===== config.mk =====
export PLATFORM = sky130hd
export DESIGN_NAME = nco_sweep_ctrl_flat
export DESIGN_NICKNAME = d
export VERILOG_FILES = /design/src/rtl/nco_sweep_ctrl_if.sv /design/src/rtl/nco_sweep_ctrl.sv /design/src/flat_wrapper.sv
export SDC_FILE = /design/constraint.sdc
export NUM_CORES = 1
export LEC_CHECK = 0
export ABC_AREA = 0
export CORE_UTILIZATION = 53
export CTS_CLUSTER_SIZE = 25
export DETAILED_ROUTE_END_ITERATION = 10
export PLACE_DENSITY = 0.81
export REMOVE_ABC_BUFFERS = 1
export SYNTH_ARGS = -nofsm -noshare
export SYNTH_HDL_FRONTEND = slang
export SYNTH_SLANG_ARGS = --single-unit
export TNS_END_PERCENT = 100

===== constraint.sdc =====
create_clock -name clk -period 3 [get_ports clk]
set_input_delay 0.75 -clock clk [delete_from_list [all_inputs] [get_ports clk]]
set_output_delay 0.75 -clock clk [all_outputs]
set_load 0.01 [all_outputs]

===== src/rtl/nco_sweep_ctrl_if.sv =====
// Control/NCO-side bundle for nco_sweep_ctrl: sweep configuration and
// start/stop on one side, NCO phase-increment, clock-enable and reset on the other.
interface nco_sweep_ctrl_if #(
    parameter int PHI_W = 32,
    parameter int CNT_W = 16
);
    logic             start;
    logic             stop;
    logic [PHI_W-1:0] cfg_phi_start;
    logic [PHI_W-1:0] cfg_phi_step;
    logic [CNT_W-1:0] cfg_num_steps;
    logic [CNT_W-1:0] cfg_dwell;
    logic             nco_out_valid;
    logic [PHI_W-1:0] nco_phi_inc;
    logic             nco_clken;
    logic             nco_reset_n;
    logic             sample_valid;
    logic             sample_last;
    logic [CNT_W-1:0] step_idx;
    logic             busy;
    logic             done;

    modport master (
        output start, stop, cfg_phi_start, cfg_phi_step, cfg_num_steps, cfg_dwell,
        output nco_out_valid,
        input  nco_phi_inc, nco_clken, nco_reset_n, sample_valid, sample_last,
        input  step_idx, busy, done
    );

    modport slave (
        input  start, stop, cfg_phi_start, cfg_phi_step, cfg_num_steps, cfg_dwell,
        input  nco_out_valid,
        output nco_phi_inc, nco_clken, nco_reset_n, sample_valid, sample_last,
        output step_idx, busy, done
    );
endinterface


===== src/rtl/nco_sweep_ctrl.sv =====
// Stepped-frequency sweep sequencer for the NCO (reset, settle, dwell per step).
// Define NCO_SWEEP_LOOP_EN to make the sweep repeat from phi_start until stop.
module nco_sweep_ctrl #(
    parameter int PHI_W      = 32,
    parameter int CNT_W      = 16,
    parameter int RST_CYC    = 8,
    parameter int SETTLE_CYC = 6
) (
    input  logic            clk,
    input  logic            reset,
    nco_sweep_ctrl_if.slave bus
);

    typedef enum logic [2:0] {
        S_IDLE   = 3'd0,
        S_RST    = 3'd1,
        S_SETTLE = 3'd2,
        S_DWELL  = 3'd3,
        S_NEXT   = 3'd4,
        S_DONE   = 3'd5
    } state_t;

    state_t           r_state;
    logic [PHI_W-1:0] r_phi_inc;
    logic [PHI_W-1:0] r_phi_start;
    logic [PHI_W-1:0] r_phi_step;
    logic [CNT_W-1:0] r_last_idx;
    logic [CNT_W-1:0] r_dwell_last;
    logic [CNT_W-1:0] r_step_idx;
    logic [CNT_W-1:0] r_cnt;
    logic             r_clken;
    logic             r_reset_n;
    logic             r_busy;
    logic             r_done;

    logic             w_sample_valid;
    logic             w_sample_last;
    logic             w_start_ok;

    // Samples are qualified combinationally so they line up with the NCO data word.
    assign w_sample_valid = (r_state == S_DWELL) && bus.nco_out_valid;
    assign w_sample_last  = w_sample_valid && (r_cnt == r_dwell_last);
    assign w_start_ok     = bus.start && !bus.stop;

    assign bus.nco_phi_inc  = r_phi_inc;
    assign bus.nco_clken    = r_clken;
    assign bus.nco_reset_n  = r_reset_n;
    assign bus.sample_valid = w_sample_valid;
    assign bus.sample_last  = w_sample_last;
    assign bus.step_idx     = r_step_idx;
    assign bus.busy         = r_busy;
    assign bus.done         = r_done;

    // Sweep sequencer state machine with registered NCO controls and status.
    always_ff @(posedge clk) begin
        if (reset) begin
            r_state      <= S_IDLE;
            r_phi_inc    <= {PHI_W{1'b0}};
            r_phi_start  <= {PHI_W{1'b0}};
            r_phi_step   <= {PHI_W{1'b0}};
            r_last_idx   <= {CNT_W{1'b0}};
            r_dwell_last <= {CNT_W{1'b0}};
            r_step_idx   <= {CNT_W{1'b0}};
            r_cnt        <= {CNT_W{1'b0}};
            r_clken      <= 1'b0;
            r_reset_n    <= 1'b1;
            r_busy       <= 1'b0;
            r_done       <= 1'b0;
        end else if (bus.stop && (r_state != S_IDLE)) begin
            // Abort: phi_inc is left as-is so software can read where it stopped.
            r_state   <= S_IDLE;
            r_cnt     <= {CNT_W{1'b0}};
            r_clken   <= 1'b0;
            r_reset_n <= 1'b1;
            r_busy    <= 1'b0;
            r_done    <= 1'b0;
        end else begin
            r_done <= 1'b0;
            case (r_state)
                S_IDLE: begin
                    if (w_start_ok) begin
                        r_phi_start  <= bus.cfg_phi_start;
                        r_phi_step   <= bus.cfg_phi_step;
                        r_last_idx   <= bus.cfg_num_steps - CNT_W'(1);
                        r_dwell_last <= (bus.cfg_dwell == {CNT_W{1'b0}}) ?
                                        {CNT_W{1'b0}} : (bus.cfg_dwell - CNT_W'(1));
                        r_step_idx   <= {CNT_W{1'b0}};
                        r_cnt        <= {CNT_W{1'b0}};
                        r_busy       <= 1'b1;
                        if (bus.cfg_num_steps == {CNT_W{1'b0}}) begin
                            r_state <= S_DONE;
                            r_done  <= 1'b1;
                        end else begin
                            r_phi_inc <= bus.cfg_phi_start;
                            r_reset_n <= 1'b0;
                            r_clken   <= 1'b1;
                            r_state   <= S_RST;
                        end
                    end
                end
                S_RST: begin
                    if (r_cnt == CNT_W'(RST_CYC - 1)) begin
                        r_cnt     <= {CNT_W{1'b0}};
                        r_reset_n <= 1'b1;
                        r_state   <= S_SETTLE;
                    end else begin
                        r_cnt <= r_cnt + CNT_W'(1);
                    end
                end
                S_SETTLE: begin
                    // Only cycles the NCO actually advanced count toward its latency.
                    if (bus.nco_out_valid) begin
                        if (r_cnt == CNT_W'(SETTLE_CYC - 1)) begin
                            r_cnt   <= {CNT_W{1'b0}};
                            r_state <= S_DWELL;
                        end else begin
                            r_cnt <= r_cnt + CNT_W'(1);
                        end
                    end
                end
                S_DWELL: begin
                    if (w_sample_last) begin
                        r_cnt   <= {CNT_W{1'b0}};
                        r_state <= S_NEXT;
                    end else if (w_sample_valid) begin
                        r_cnt <= r_cnt + CNT_W'(1);
                    end
                end
                S_NEXT: begin
                    if (r_step_idx == r_last_idx) begin
`ifdef NCO_SWEEP_LOOP_EN
                        r_phi_inc  <= r_phi_start;
                        r_step_idx <= {CNT_W{1'b0}};
                        r_done     <= 1'b1;
                        r_state    <= S_SETTLE;
`else
                        r_clken <= 1'b0;
                        r_done  <= 1'b1;
                        r_state <= S_DONE;
`endif
                    end else begin
                        r_phi_inc  <= r_phi_inc + r_phi_step;
                        r_step_idx <= r_step_idx + CNT_W'(1);
                        r_state    <= S_SETTLE;
                    end
                end
                S_DONE: begin
                    r_busy  <= 1'b0;
                    r_clken <= 1'b0;
                    r_state <= S_IDLE;
                end
                default: begin
                    r_state   <= S_IDLE;
                    r_clken   <= 1'b0;
                    r_reset_n <= 1'b1;
                    r_busy    <= 1'b0;
                end
            endcase
        end
    end

endmodule

===== src/flat_wrapper.sv =====
// flat-port wrapper written by rule: the top's interface ports become plain ports
module nco_sweep_ctrl_flat 
#(
    parameter int PHI_W      = 32,
    parameter int CNT_W      = 16,
    parameter int RST_CYC    = 8,
    parameter int SETTLE_CYC = 6
)
  (clk, reset, bus_start, bus_stop, bus_cfg_phi_start, bus_cfg_phi_step, bus_cfg_num_steps, bus_cfg_dwell, bus_nco_out_valid, bus_nco_phi_inc, bus_nco_clken, bus_nco_reset_n, bus_sample_valid, bus_sample_last, bus_step_idx, bus_busy, bus_done);
  nco_sweep_ctrl_if #(.PHI_W(PHI_W), .CNT_W(CNT_W)) bus_i ();
  input  logic clk;
  input  logic reset;
  input wire logic [$bits(bus_i.start)-1:0] bus_start;
  input wire logic [$bits(bus_i.stop)-1:0] bus_stop;
  input wire logic [$bits(bus_i.cfg_phi_start)-1:0] bus_cfg_phi_start;
  input wire logic [$bits(bus_i.cfg_phi_step)-1:0] bus_cfg_phi_step;
  input wire logic [$bits(bus_i.cfg_num_steps)-1:0] bus_cfg_num_steps;
  input wire logic [$bits(bus_i.cfg_dwell)-1:0] bus_cfg_dwell;
  input wire logic [$bits(bus_i.nco_out_valid)-1:0] bus_nco_out_valid;
  output wire logic [$bits(bus_i.nco_phi_inc)-1:0] bus_nco_phi_inc;
  output wire logic [$bits(bus_i.nco_clken)-1:0] bus_nco_clken;
  output wire logic [$bits(bus_i.nco_reset_n)-1:0] bus_nco_reset_n;
  output wire logic [$bits(bus_i.sample_valid)-1:0] bus_sample_valid;
  output wire logic [$bits(bus_i.sample_last)-1:0] bus_sample_last;
  output wire logic [$bits(bus_i.step_idx)-1:0] bus_step_idx;
  output wire logic [$bits(bus_i.busy)-1:0] bus_busy;
  output wire logic [$bits(bus_i.done)-1:0] bus_done;
  assign bus_i.start = bus_start;
  assign bus_i.stop = bus_stop;
  assign bus_i.cfg_phi_start = bus_cfg_phi_start;
  assign bus_i.cfg_phi_step = bus_cfg_phi_step;
  assign bus_i.cfg_num_steps = bus_cfg_num_steps;
  assign bus_i.cfg_dwell = bus_cfg_dwell;
  assign bus_i.nco_out_valid = bus_nco_out_valid;
  assign bus_nco_phi_inc = bus_i.nco_phi_inc;
  assign bus_nco_clken = bus_i.nco_clken;
  assign bus_nco_reset_n = bus_i.nco_reset_n;
  assign bus_sample_valid = bus_i.sample_valid;
  assign bus_sample_last = bus_i.sample_last;
  assign bus_step_idx = bus_i.step_idx;
  assign bus_busy = bus_i.busy;
  assign bus_done = bus_i.done;
  nco_sweep_ctrl #(.PHI_W(PHI_W), .CNT_W(CNT_W), .RST_CYC(RST_CYC), .SETTLE_CYC(SETTLE_CYC)) u_core (.clk(clk), .reset(reset), .bus(bus_i));
endmodule

Word-level counts from Yosys, hierarchy flattened
Index checks and enable logic that the tools add are counted.
Cells by class
  eq/ne operators: 18
  reduce and logical (&&, ||, !) cells: 23
  $lt $le $gt $ge: 0
  add/subtract/negate cells: 5
  mux-type cells: 36
  div/mod/pow operators: 0
  multipliers: 0
  bitwise logic cells: 4
  shift operators: 0
Operators by type and width (count)
  2-to-1 mux 16 bit: 8
  2-to-1 mux 32 bit: 3
  one-hot mux 16 bit (4 select lines): 1
  one-hot mux 32 bit (2 select lines): 1
  adder 16 x 1 -> 16 bit, second input constant: 2
  adder 32 bit: 1
  equality test 16 bit: 2
  equality test 16 x 3 -> 1 bit, second input constant: 2
  logical NOT 16 bit: 2
  one-hot mux 16 bit (2 select lines): 1
  subtractor 16 x 1 -> 16 bit, second input constant: 2
  2-to-1 mux 3 bit: 7
  AND reduction 4 bit: 4
  one-hot mux 3 bit (5 select lines): 1
  2-to-1 mux 1 bit: 10
  AND reduction 5 bit: 2
  != test 2 x 1 -> 1 bit, second input constant: 4
  != test 2 bit, second input constant: 4
  OR reduction 4 bit: 2
  equality test 3 x 2 -> 1 bit, second input constant: 2
  equality test 3 bit, second input constant: 2
  one-hot mux 1 bit (3 select lines): 2
  logical AND 1 bit: 4
  inverter 1 bit: 4
  12 further kinds: 13
Storage, ports and cells
  memories: 0
  ROM bits: 0
  flip-flop bits (word level): 135
  memory bits (writable): 0
  output and inout bits: 54
  latch bits: 0

Depth between registers and ports, before layout
Gate-level depths: netlist (run 1).
  depth after elaboration: 5
  mapped depth: 10

Least setup slack after synthesis (run 1)
Ideal clock, no wire load.
  path kind: register to register
  start: register u_core.r_phi_inc[0], in the netlist u_core.bus.nco_phi_inc[0]
  end: register u_core.r_phi_inc[16], in the netlist u_core.bus.nco_phi_inc[16]
  buffers on the path: 0
  period minus slack after synthesis: 2.658 ns
  cell stages (with the launch flop): 11
  library setup time: 0.091 ns
  data required time: 2.909 ns
  path slack: 0.342 ns
  data arrival time: 2.567 ns
  cell sequence: dfxtp_1 -> ha_1 -> fa_1 -> a21oi_1 -> o211ai_2 -> a2111oi_4 -> o21ai_1 -> a31oi_1 -> xnor2_1 -> nand2_1 -> a311oi_1
Between the ends
  longest elaborated chain between the ends: 3
RTL lines
  start, declared: RTL line nco_sweep_ctrl.sv:24  | logic [PHI_W-1:0] r_phi_inc;
  start signal, assigned: RTL line nco_sweep_ctrl.sv:58  | r_phi_inc <= {PHI_W{1'b0}};
  start signal, assigned: RTL line nco_sweep_ctrl.sv:94  | r_phi_inc <= bus.cfg_phi_start;
  start signal, assigned: RTL line nco_sweep_ctrl.sv:142  | r_phi_inc <= r_phi_inc + r_phi_step;
  adder 32 bit: RTL line nco_sweep_ctrl.sv:142
  2-to-1 mux 32 bit: RTL line nco_sweep_ctrl.sv:130  | if (r_step_idx == r_last_idx) begin
  one-hot mux 32 bit (2 select lines): RTL line nco_sweep_ctrl.sv:79  | case (r_state)
No other way between the ends. The select of a mux whose other input is x is not followed.
A chain may end at the register's enable or synchronous reset.

Final worst setup path (run 1)
  start: input port bus_nco_out_valid
  end: output port bus_sample_valid
Between the ends
  longest elaborated chain between the ends: 1
RTL lines
  start, declared: RTL line flat_wrapper.sv:19  | input wire logic [$bits(bus_i.nco_out_valid)-1:0] bus_nco_out_valid;
  logical AND 1 bit: RTL line nco_sweep_ctrl.sv:41  | assign w_sample_valid = (r_state == S_DWELL) && bus.nco_out_valid;
  end, declared: RTL line flat_wrapper.sv:23  | output wire logic [$bits(bus_i.sample_valid)-1:0] bus_sample_valid;
No other way between the ends.

==> impl_metrics.json, run 1 <==
{
  "yosys.area.top_type_share_pct": 33.28,
  "ys_seq_area_share_pct": 33.28,
  "yosysMostFrequentCell": "nand2_1",
  "first_global_vias": 7597,
  "syn_area_mm2": 0.008120,
  "setup_viol": 0,
  "insertion_delay_ps": 430,
  "grtUsageTotal_pct": 27.81,
  "cts_buffers": 17,
  "finClkSkew_ps": 14.18,
  "synth_cell_type_count": 73,
  "worstPathArrival_ps": 2120,
  "cts_tree": "built",
  "vias": 7917,
  "finalSetupTns_ps": 0,
  "synth_area_leaders": "dfxtp_1, nand2_1, xor2_1",
  "path_clk_slew_ps": 50,
  "design.die.area_mm2": 0.01582,
  "ys_warn_count": 0,
  "max_cap_violations": 0,
  "cts_root_buf": "clkbuf_16",
  "max-slew-margin-rel_pct": 53.93,
  "drc": 0,
  "fin_total_pwr_mw": 6.660,
  "wirelength_mm": 21.65,
  "hpwl_mm": 15.40,
  "coreArea_mm2": 0.01475,
  "holdPathEnd": "u_core.r_phi_step[15]",
  "yosysTopAreaCell": "dfxtp_1",
  "ir_drop_v": 0.0006285,
  "fin_crit_ps": 2865,
  "cts.sinks": 135,
  "power.density_mw_per_mm2": 627.0,
  "ant_nets": 0,
  "end_kind": "output port",
  "slew_viol_final": 0,
  "ios": 155,
  "max_freq_mhz": 349.0,
  "chipWidth_um": 125.8,
  "syn_avg_cell_area_um2": 7.808,
  "synth_edf_count": 0,
  "yosys-top-cells-count": "nand2_1, dfxtp_1, nor2_1",
  "path_class": "primary input to output port",
  "critical-path-slowest-cell": "clkdlybuf4s50_1",
  "timing.rr.end": "u_core.bus.nco_phi_inc[16]",
  "startpoint_type": "primary input",
  "ys.flop_type": "dfxtp_1",
  "dp.cells": 1352,
  "ys_ff_latch": 135,
  "async_reset_ff_share_pct": 0,
  "io_buffers": 154,
  "critPathRequiredTime_ps": 2250,
  "firstDrtPassIters": 5,
  "start_util_pct": 55.04,
  "grt_max_degree": 55,
  "p_leak_nw": 4.171,
  "cp_max_fo": 2,
  "hold_viol": 0,
  "drt_iter0_markers": 471,
  "utilization_pct": 72.00,
  "gp_congestion": 0.8945,
  "min_path_cells": 2,
  "num-fill-cells": 1194,
  "critical_path_buf_inv_count": 3,
  "antenna_found_initial": 0,
  "wl_per_cell_um": 15.63,
  "crit_path_max_incr_delay_ps": 520,
  "synthCells": 1040,
  "hold_path_startpoint": "u_core.r_phi_step[15]",
  "antennaDiodeCount": 0,
  "crit_chain": "clkdlybuf4s50_1 -> and3_1 -> buf_4 -> clkdlybuf4s50_1",
  "grt-ovfl-total": 0,
  "min_path_type": "register to register",
  "rr_startpoint": "u_core.bus.nco_phi_inc[0]",
  "cpMostUsedCell": "clkdlybuf4s50_1",
  "stdcell_count": 1385,
  "clk_path_buf_depth": 2,
  "die_h_um": 125.8,
  "drive_above_1_share_pct": 7.244,
  "fin_nets": 1328,
  "worst_pin_slew_ps": 673.6,
  "area_growth_syn_to_layout_pct": 30.82,
  "worstRegToRegCells": 11,
  "drt-vias-per-instance": 5.716,
  "status": "completed",
  "rows": 44,
  "h-tree-depth": 4,
  "hold_buffers": 0,
  "period_share_pct": 95.51,
  "grt_pass1_wl_mm": 35.84,
  "crit_family": "buffers and inverters",
  "r2r_slack_ps": 170
}
[stage by stage]
| step | setup slack [ps] | hold WS (ps) | instance area [um^2] |
|---|---|---|---|
| 3_3_place_gp | -60.15 | 445.6 | 9947 |
| 3_5_place_dp | -93.22 | 456.8 | 9947 |
| 5_1_grt | -24.19 | 483.0 | 10620 |
| 2_1_floorplan | -272.6 | 434.0 | 7888 |
| 4_1_cts | 41.40 | 464.7 | 10610 |
| 6_report | 134.7 | 460.6 | 10620 |
[tightest hold or removal path: cells and delay by family (launching register included)]
family	cells	cell delay, ps
AO/OA/AOI/OAI	1	50
flip-flops	1	310
AND/OR/NAND/NOR	1	50
[registers in the layout, summed over array words and instances, names as in the netlist]
register	flops
u_core.r_last_idx	16
u_core.r_cnt	16
u_core.bus.nco_reset_n	1
u_core.bus.nco_clken	1
u_core.bus.nco_phi_inc	32
u_core.r_dwell_last	16
u_core.bus.step_idx	16
u_core.bus.done	1
u_core.bus.busy	1
u_core.r_state	3
u_core.r_phi_step	32
[worst max path at each step]
stage               depth (start not counted)                          to                       from
CTS                                        10  u_core.bus.nco_phi_inc[16]  u_core.bus.nco_phi_inc[0]
floorplan                                   7  u_core.bus.nco_phi_inc[10]       bus_cfg_num_steps[0]
global placement                            5             bus_sample_last          bus_nco_out_valid
detailed placement                          9   u_core.bus.nco_phi_inc[7]       bus_cfg_num_steps[8]
finish                                      4            bus_sample_valid          bus_nco_out_valid
global route                               11  u_core.bus.nco_phi_inc[16]  u_core.bus.nco_phi_inc[0]
[placed cells by master (no fill, tap or decap), types with 5 or more instances in the layout]
master | netlist | final
xnor2_1 | 38 | 38
nor3_1 | 24 | 23
nand2_1 | 162 | 161
dfxtp_1 | 135 | 134
ha_1 | 38 | 38
nor2_1 | 132 | 132
inv_1 | 21 | 21
a21oi_1 | 97 | 96
a31oi_1 | 7 | 7
o21ai_0 | 35 | 35
nand2b_1 | 8 | 8
a311oi_1 | 21 | 21
a2111oi_0 | 5 | 5
nor4_1 | 20 | 20
and2_1 | 7 | 6
bufinv_16 | 0 | 5
buf_12 | 0 | 5
a22oi_1 | 9 | 9
clkbuf_16 | 0 | 17
buf_4 | 1 | 25
and3_1 | 13 | 13
clkdlybuf4s50_1 | 0 | 152
nand4_1 | 11 | 11
nor3b_1 | 6 | 6
xor2_1 | 67 | 67
a211oi_1 | 25 | 24
or3_1 | 10 | 10
mux2i_1 | 7 | 7
a21o_1 | 6 | 6
nand3_1 | 16 | 16
[timing repair]
action | in CTS | in global routing
buffers inserted | 0 | 1
setup endpoints to repair | 2 | 6
pin swaps | 1 | 2
cloned | 0 | 0
resized for setup | 2 | 2
[power by group]
| group | internal [mW] | total, mW | switching (mW) | leakage [nW] |
|---|---|---|---|---|
| Sequential | 2.04 | 2.23 | 0.193 | 1.10 |
| Combinational | 0.953 | 2.08 | 1.13 | 2.75 |
| Clock | 1.56 | 2.34 | 0.779 | 0.322 |
| Total | 4.56 | 6.66 | 2.10 | 4.17 |
[logic make-up after synthesis]
group	synth area share [%]
AO/OA/AOI/OAI	19.91
XOR/XNOR	11.33
adder cells (fa/ha/maj)	6.102
buffers and inverters	3.837
flip-flops	33.28
multiplexers	1.002
AND/OR/NAND/NOR	24.55
[final cells by class]
class | instances | area [um^2] | area share (%)
sequential | 135 | 2704 | 25.45
tap | 184 | 230.2 | 2.167
inverter | 21 | 78.83 | 0.7420
multi-input combinational | 830 | 5132 | 48.32
timing repair buffer | 183 | 1818 | 17.11
clock inverter | 7 | 163.9 | 1.543
clock buffer | 25 | 495.5 | 4.664
[layer usage]
metal  track usage, %  part of all wire, %  up-vias
li1                 -                    -     3980
met1            34.65                   44     3661
met2            48.86                   49      242
met3            5.055                  5.0       34
met4            8.363                  1.5        0
met5                0                    0        -
No activity file was read; power rests on OpenSTA's default activity.
==> inputs of run 2 (changes only) <==
Settings changed: CORE_MARGIN set to 5.
==> run 2 against run 1 <==
Critical path type unchanged; largest power group is now registers; sequential power hardly changed; highest routed layer unchanged; hold slack lost 1.9 ps; sequential cell count did not move; die area grew 13%; sequential share of layout area grew 0.11 points.
==> impl_metrics.json, run 2 (synthesized netlist as in run 1, its figures left out) <==
{
  "hold_buffers": 0,
  "design.die.area_mm2": 0.01790,
  "timing.rr.end": "u_core.bus.nco_phi_inc[22]",
  "drc": 0,
  "dp.cells": 1362,
  "worst_pin_slew_ps": 645.9,
  "setup_viol": 0,
  "vias": 7928,
  "p_leak_nw": 4.148,
  "path_clk_slew_ps": 60,
  "grtUsageTotal_pct": 24.06,
  "hold_viol": 0,
  "die_h_um": 133.8,
  "pre_cts_ws_ps": -60.60,
  "clk_path_buf_depth": 2,
  "hpwl_mm": 16.21,
  "h-tree-depth": 4,
  "gp_congestion": 0.8801,
  "coreArea_mm2": 0.01509,
  "multi_input_area_mm2": 0.005146,
  "grt_pass1_wl_mm": 36.02,
  "stdcell_count": 1394,
  "antenna_found_initial": 0,
  "finClkSkew_ps": 8.739,
  "crit_path_end": "bus_sample_valid",
  "fin_nets": 1334,
  "firstDrtPassIters": 5,
  "worstPathArrival_ps": 2130,
  "wl_per_cell_um": 15.75,
  "worst_slack_ps": 117.2,
  "r2r_slack_ps": 170,
  "num-fill-cells": 1250,
  "period_share_pct": 96.09,
  "cts_buffers": 17,
  "layout_commonest_cell": "nand2_1",
  "max_cap_violations": 0,
  "drive_above_1_share_pct": 8.043,
  "min_path_type": "register to register",
  "insertion_delay_ps": 420,
  "critPathRequiredTime_ps": 2250,
  "cp_max_fo": 3,
  "ant_nets": 0,
  "cp-startpoint": "bus_nco_out_valid",
  "dpl_cell_area_mm2": 0.009985,
  "grt_max_degree": 42,
  "fin_crit_ps": 2883,
  "slew_viol_final": 0,
  "drt-vias-per-instance": 5.687,
  "drt_iter0_markers": 523,
  "finalSetupTns_ps": 0,
  "ios": 155,
  "worstRegToRegCells": 11,
  "power.density_mw_per_mm2": 595.8,
  "regArea_mm2": 0.002703,
  "area_growth_syn_to_layout_pct": 30.17,
  "end_kind": "output port",
  "wirelength_mm": 21.96,
  "startpoint_type": "primary input",
  "most-common-layout-cells": "nand2_1, clkdlybuf4s50_1, dfxtp_1",
  "max-slew-margin-rel_pct": 55.83,
  "status": "completed",
  "cts_tree": "built",
  "cts_root_buf": "clkbuf_16",
  "chipWidth_um": 133.8,
  "io_buffers": 154,
  "rows": 45,
  "start_util_pct": 53.81,
  "antennaDiodeCount": 0,
  "first_global_vias": 7565,
  "rr_startpoint": "u_core.bus.nco_phi_inc[0]",
  "cts.sinks": 135,
  "rsz0062_at_grt": "no",
  "grt-ovfl-total": 0,
  "ir_drop_v": 0.0004351,
  "stdcell_area_mm2": 0.01057,
  "path_class": "primary input to output port",
  "max_freq_mhz": 346.9
}
-- run 2: cell count changes in the layout (fill, tap and decap cells not counted), moves of 2 or more --
cell / delta
bufinv_16: -4
clkbuf_1: -3
clkbuf_8: -2
buf_4: +7
inv_6: +2
clkinvlp_4: +2
clkinv_2: +3
-- run 2: final cells by class --
class / instances / area share (%)
Clock buffer: 20 / 4.321
Clock inverter: 11 / 0.9470
Inverter: 21 / 0.7457
Multi-Input combinational cell: 830 / 48.69
Sequential cell: 135 / 25.57
Timing Repair Buffer: 189 / 17.51
Tap cell: 188 / 2.225
-- run 2: worst min path at each step --
stage / startpoint / to / slack [ps] / cells after the start
floorplan: u_core.r_phi_step[0] / u_core.r_phi_step[0] / 430 / 2
global placement: u_core.r_phi_step[15] / u_core.r_phi_step[15] / 450 / 2
detailed placement: u_core.r_phi_step[30] / u_core.r_phi_step[30] / 450 / 2
CTS: u_core.r_phi_step[30] / u_core.r_phi_step[30] / 460 / 2
global route: u_core.r_phi_step[5] / u_core.r_phi_step[5] / 480 / 2
finish: u_core.r_phi_step[30] / u_core.r_phi_step[30] / 460 / 2
-- run 2: power by group --
group	switching (mW)	internal [mW]	total (mW)
Combinational	1.13	0.956	2.09
Sequential	0.191	2.04	2.23
Clock	0.800	1.18	1.98
Total	2.12	4.17	6.30
-- run 2: repair_timing --
action	4_1_cts	5_1_grt
resized for setup	2	4
buffers inserted	0	1
pin swaps	1	2
endpoints found under the setup margin	2	8
-- run 2: per-layer routing --
metal	vias to the layer above	track usage, %	part of all wire [%]
li1	3977	-	-
met1	3721	30.43	45
met2	200	41.27	49
met3	30	5.401	4.9
met4	0	6.857	1.5
met5	-	0	0
-- run 2: metrics by stage --
stage                     power [mW]  hold slack (ps)  util (%)
after floorplan                3.484            434.0         -
after global placement         4.269            446.8     66.17
after detailed placement       4.318            452.5     66.17
after CTS                      6.307            460.4     69.89
after global routing           6.661            482.8     70.05
final                          6.298            458.8     70.05
-- run 2: critical path, cell delays in order --
cell,delay [ps]
clkdlybuf4s50_1,500
and3_1,240
buf_4,130
clkdlybuf4s50_1,520
